<file path="config.mk">
export PLATFORM = sky130hd
export DESIGN_NAME = trace_buf
export DESIGN_NICKNAME = d
export VERILOG_FILES = /design/src/rtl/trace_buf.sv
export SDC_FILE = /design/constraint.sdc
export NUM_CORES = 1
export LEC_CHECK = 0
export ABC_AREA = 1
export CELL_PAD_IN_SITES_DETAIL_PLACEMENT = 1
export CELL_PAD_IN_SITES_GLOBAL_PLACEMENT = 2
export CORE_MARGIN = 3
export CORE_UTILIZATION = 43
export DETAILED_ROUTE_END_ITERATION = 8
export GPL_TIMING_DRIVEN = 0
export PLACE_DENSITY = 0.8
export SLEW_MARGIN = 20
export SYNTH_ARGS = -nofsm -noshare
export SYNTH_HDL_FRONTEND = slang
export SYNTH_SLANG_ARGS = --single-unit
</file>
<file path="constraint.sdc">
create_clock -name clk -period 7.8 [get_ports clk]
set_input_delay 1.95 -clock clk [delete_from_list [all_inputs] [get_ports clk]]
set_output_delay 1.95 -clock clk [all_outputs]
set_load 0.02 [all_outputs]
</file>
<file path="src/rtl/trace_buf.sv">
`default_nettype none
// ============================================================================
//  Module   : trace_buf
//  Purpose  : Retired-instruction trace buffer with PC trigger, post-trigger
//             capture window and in-order readout of the captured history.
//             Optional per-entry console trace: define TRACE_BUF_DISPLAY_EN.
//  Revision : 1.0  initial release
// ============================================================================
module trace_buf #(
    parameter int AW    = 32,
    parameter int DW    = 32,
    parameter int DEPTH = 16,
    parameter int POST  = 8
) (
    input  logic                     clk,
    input  logic                     rst,
    input  logic                     valid_i,
    input  logic [AW-1:0]            pc_i,
    input  logic [DW-1:0]            ir_i,
    input  logic                     arm_i,
    input  logic [AW-1:0]            trig_pc_i,
    input  logic                     rd_en_i,
    output logic [AW+DW-1:0]         rd_data_o,
    output logic                     rd_valid_o,
    output logic [1:0]               state_o,
    output logic [$clog2(DEPTH):0]   count_o,
    output logic                     overflow_o
);

    localparam int c_pw = $clog2(DEPTH);
    localparam int c_cw = c_pw + 1;
    localparam logic [c_cw-1:0] c_full = c_cw'(DEPTH);
    localparam logic [c_pw-1:0] c_post = c_pw'(POST);

    typedef enum logic [1:0] {
        S_IDLE  = 2'd0,
        S_ARMED = 2'd1,
        S_POST  = 2'd2,
        S_DONE  = 2'd3
    } state_t;

    state_t              r_state;
    state_t              w_state_nxt;
    logic [c_pw-1:0]     r_wr_ptr;
    logic [c_pw-1:0]     w_wr_ptr_nxt;
    logic [c_pw-1:0]     r_post;
    logic [c_pw-1:0]     w_post_nxt;
    logic [c_pw-1:0]     w_rd_ptr;
    logic [c_cw-1:0]     r_count;
    logic [c_cw-1:0]     w_count_nxt;
    logic                r_overflow;
    logic                w_overflow_nxt;
    logic                w_wr_en;
    logic                w_rd_en;
    logic                w_hit;
    logic [AW+DW-1:0]    r_mem [DEPTH];
    logic [AW+DW-1:0]    r_rd_data;
    logic                r_rd_valid;

    assign w_hit    = (pc_i == trig_pc_i);
    // Oldest entry sits count slots behind the write pointer (mod DEPTH).
    assign w_rd_ptr = r_wr_ptr - r_count[c_pw-1:0];

    always_ff @(posedge clk or negedge rst) begin
        if (!rst) begin
            r_state <= S_IDLE;
        end else begin
            r_state <= w_state_nxt;
        end
    end

    always_comb begin
        w_state_nxt    = r_state;
        w_wr_ptr_nxt   = r_wr_ptr;
        w_count_nxt    = r_count;
        w_overflow_nxt = r_overflow;
        w_post_nxt     = r_post;
        w_wr_en        = 1'b0;
        w_rd_en        = 1'b0;

        if (arm_i) begin
            // Arm has priority over any same-cycle retire or pop.
            w_state_nxt    = S_ARMED;
            w_wr_ptr_nxt   = '0;
            w_count_nxt    = '0;
            w_overflow_nxt = 1'b0;
            w_post_nxt     = '0;
        end else begin
            case (r_state)
                S_ARMED: begin
                    if (valid_i) begin
                        w_wr_en = 1'b1;
                        if (w_hit) begin
                            w_post_nxt  = c_post;
                            w_state_nxt = (POST == 0) ? S_DONE : S_POST;
                        end
                    end
                end
                S_POST: begin
                    if (valid_i) begin
                        w_wr_en    = 1'b1;
                        w_post_nxt = r_post - c_pw'(1);
                        if (r_post == c_pw'(1)) begin
                            w_state_nxt = S_DONE;
                        end
                    end
                end
                S_DONE: begin
                    if (rd_en_i && (r_count != '0)) begin
                        w_rd_en = 1'b1;
                    end
                end
                default: begin
                end
            endcase

            if (w_wr_en) begin
                w_wr_ptr_nxt = r_wr_ptr + c_pw'(1);
                // A full buffer keeps its count and loses the oldest entry.
                if (r_count == c_full) begin
                    w_overflow_nxt = 1'b1;
                end else begin
                    w_count_nxt = r_count + c_cw'(1);
                end
            end

            if (w_rd_en) begin
                w_count_nxt = r_count - c_cw'(1);
            end
        end
    end

    always_ff @(posedge clk or negedge rst) begin
        if (!rst) begin
            r_wr_ptr   <= '0;
            r_count    <= '0;
            r_overflow <= 1'b0;
            r_post     <= '0;
            r_rd_valid <= 1'b0;
            r_rd_data  <= '0;
        end else begin
            r_wr_ptr   <= w_wr_ptr_nxt;
            r_count    <= w_count_nxt;
            r_overflow <= w_overflow_nxt;
            r_post     <= w_post_nxt;
            r_rd_valid <= w_rd_en;
            if (w_rd_en) begin
                r_rd_data <= r_mem[w_rd_ptr];
            end
        end
    end

    // Storage carries no reset; validity is tracked solely by r_count.
    always_ff @(posedge clk) begin
        if (w_wr_en) begin
            r_mem[r_wr_ptr] <= {pc_i, ir_i};
        end
    end

`ifdef TRACE_BUF_DISPLAY_EN
    always_ff @(posedge clk) begin
        if (rst && w_wr_en) begin
            if ((r_state == S_ARMED) && w_hit) begin
                $display("PC = 0x%8X, IR = 0x%8X TRIG", pc_i, ir_i);
            end else begin
                $display("PC = 0x%8X, IR = 0x%8X", pc_i, ir_i);
            end
        end
    end
`endif

    assign rd_data_o  = r_rd_data;
    assign rd_valid_o = r_rd_valid;
    assign state_o    = r_state;
    assign count_o    = r_count;
    assign overflow_o = r_overflow;

endmodule
`default_nettype wire

</file>
==> impl_metrics.yaml <==
outcome:
  status: "finished, final reports clean"
worst_setup_path:
  endpoint: "r_mem[8][39]"
  setup.worst_path.start_class: "input pin"
  critPathKind: "input pin to flip-flop"
  cp.buffers_inverters: 8
  crit_path_cell_trace: "clkdlybuf4s50_1 -> inv_1 -> nor2_1 -> inv_1 -> nor2_1 -> inv_1 -> nor3_2 -> buf_4 -> buf_4 -> buf_4 -> buf_6"
  required_ps: 8190
  ff2ff_setup_slack_ps: 3750
  r2r-end: "rd_data_o[49]"
  crit_path_max_fanout: 8
  cp.depth: 11
  end_kind: "flip-flop"
  slowest_delay_ps: 610
  rr_worst_depth: 12
  critical_path.top_delay_family: "buffers and inverters"
  arrival_ps: 4840
  cpMaxStageDelayCell: "nor3_2"
  r2r_start: "r_wr_ptr[0]"
  crit_path_start: "valid_i"
pwr:
  ir_drop_mv: 0.2900
  p_switching_mw: 10.12
  p_clk_share_pct: 23.0
  sequentialPowerShare_pct: 29.8
  internal-power_mw: 13.08
  pwr-share-comb_pct: 47.1
  cellPowerDensity_nw_per_um2: 442.4
  p_leak_nw: 17.41
  sw_frac_of_total_pct: 43.61
layout:
  final_util_pct: 51.99
  num-nets-final: 3900
  drive_gt1_share_pct: 9.815
  area_growth_pct: 18.87
place:
  pre_cts_slack_ps: 2564
  gp_congestion: 0.7800
  port_buffers: 173
  hpwlAfterDp_um: 90610
synth:
  synth_top_area_cell: "edfxtp_1"
  synth_edf_count: 1024
  avgSynthCellArea_um2: 13.06
  synthFlopType: "edfxtp_1"
  synth_seq_cells: 1105
  synthCells: 3377
  synth_top_area_share_pct: 69.70
  yosysMostFrequentCell: "edfxtp_1"
  seq_area_frac_synth_pct: 74.29
  synthDistinctLibCells: 30
  netlist_area_um2: 44120
  ys_top_cells_by_area: "edfxtp_1 70%, nor2_1 6.7%, o211ai_1 5.4%"
  syn_nets: 3495
  ys_top_cells_by_count: "1,024 x edfxtp_1, 793 x nor2_1, 387 x o21ai_0, 320 x o211ai_1, 142 x nand2_1"
  yosysWarnings: 0
  async_reset_ff_share_pct: 7.330
timing:
  period_share_pct: 57.06
  worstMarginPinSlew_ps: 831.2
  maxSlewHeadroom_pct: 44.59
  hold_violations: 0
  fmax_mhz: 224.7
  slew_violations: 0
  setup_viol: 0
  post-route-min-period_ps: 4451
  setup_total_negative_slack_ps: 0
  rsz0062_at_grt: "no"
  skew_ps: 23.77
  fin_ws_ps: 3349
detailed_routing:
  vias: 29220
  drcViolationCount: 0
  first_iter_violations: 2281
  routed_via_density: 5.576
  wirelength_um: 129900
  wl_per_cell_um: 24.79
  ant_nets: 0
  firstDrtPassIters: 5
global_routing:
  grt_util_met2_pct: 42.38
  groute.usage.overall_pct: 24.22
  globalRouteMet1Util_pct: 31.90
  grt_max_degree: 50
  use_met3_pct: 2.858
  grt_pass1_vias: 31030
  overflow: 0
  antenna_found_initial: 8
  busiest_layer: "met2"
  grt_pass1_wl_um: 195200
clock_network:
  cts_made_buffers: 115
  ctsResizeCount: 0
  cts_setup_buffers: 0
  cts-root-buf: "clkbuf_16"
  cts_sinks: 1105
  clk_pin_slew_ps: 60
  htree_levels: 3
  cts.hold.buffers_added: 0
  tritoncts: "built"
  insertion_delay_ps: 690
  clockBufferDepth: 3
die:
  start_util_pct: 43.74
  die_x_um: 326.3
  die_h_um: 326.3
  fp-row-count: 116
  coreArea_um2: 100900
  die_area_um2: 106500
  pin_count: 174
run:
  maxCapViolCount: 0
min_path:
  hp-class: "flip-flop to flip-flop"
## metrics by stage
| step | cell area (µm²) | power [mW] | std cells | hold WS (ps) |
|---|---|---|---|---|
| 6_report | 52450 | 23.20 | 5241 | 483.5 |
| 4_1_cts | 52440 | 23.41 | 5239 | 491.6 |
| 3_3_place_gp | 47550 | 17.67 | 4907 | 471.4 |
| 5_1_grt | 52440 | 24.66 | 5239 | 500.1 |
| 2_1_floorplan | 44120 | 13.49 | 3377 | 520.5 |
| 3_5_place_dp | 48780 | 18.00 | 5022 | 478.7 |
## metal layers
layer	share of wire (%)	wire length [µm]
met5	0.010	13
met1	43	55260
met3	4.5	5855
met4	2.5	3214
met2	50	65610
## state kept, by name, indices dropped and copies added (netlist names)
name,cells
count_o,5
overflow_o,1
r_mem,1024
r_post,4
r_wr_ptr,4
rd_data_o,64
rd_valid_o,1
state_o,2
## final cells by class
cell class,instances,area (µm²)
multi-input cells,1993,10130
clock buffers,170,3278
fillers,10240,48430
clock inverters,47,381.6
repair buffers,288,2864
plain buffers,228,1119
flip-flops and latches,1105,32780
inverters,51,193.9
well taps,1357,1698
diodes,2,5.005
## power groups by stage
| stage | logic [mW] | clock network [mW] | registers, mW |
|---|---|---|---|
| 2_1_floorplan | 6.22 | 0 | 7.27 |
| 3_3_place_gp | 10.6 | 0 | 7.07 |
| 3_5_place_dp | 11.0 | 0 | 7.05 |
| 4_1_cts | 11.1 | 5.42 | 6.93 |
| 5_1_grt | 12.1 | 5.64 | 6.96 |
| 6_report | 10.9 | 5.35 | 6.93 |
## cell usage in the layout (no fill, tap or decap), types with 15 or more instances in the layout
master,n
edfxtp_1,1024
nor2_1,789
o21ai_0,387
o211ai_1,320
clkdlybuf4s50_1,172
clkbuf_1,149
nand2_1,142
o21ai_1,136
clkbuf_16,118
buf_4,106
dfrtp_1,81
nand3_1,79
o21a_1,64
inv_1,49
buf_2,48
buf_1,32
buf_6,31
xnor2_1,24
clkinv_1,19
clkinv_2,17
ha_1,15
## worst min path at each step
stage                                to  cells past startpoint          start  slack [ps]
final                     rd_data_o[63]                      1  rd_data_o[63]         480
after global routing      rd_data_o[31]                      1  rd_data_o[31]         500
after CTS                 rd_data_o[63]                      1  rd_data_o[63]         490
after detailed placement  rd_data_o[42]                      1  rd_data_o[42]         480
after global placement    rd_data_o[22]                      1  rd_data_o[22]         470
after floorplan               r_post[3]                      2      r_post[3]         520
## kinds of logic (layout without fill, tap and decap cells)
group	count (synthesis)	in the layout	share of synthesized area [%]
other	0	2	0
AO/OA/AOI/OAI	916	916	12.59
flip-flops	1105	1105	74.29
buffers and inverters	279	784	2.969
AND/OR/NAND/NOR	1031	1031	9.064
XOR/XNOR	29	29	0.5757
adder cells (fa/ha/maj)	17	17	0.5161
## worst reg2reg max path: stages (launching register included)
cell	delay (ps)
dfrtp_1	380
inv_1	130
ha_1	230
fa_1	620
buf_2	400
buf_2	740
buf_1	560
nor2_1	110
o21ai_1	120
o211ai_1	140
nand2_1	200
o211ai_1	160
o21a_1	160
Power figures use the tool's default switching activity.
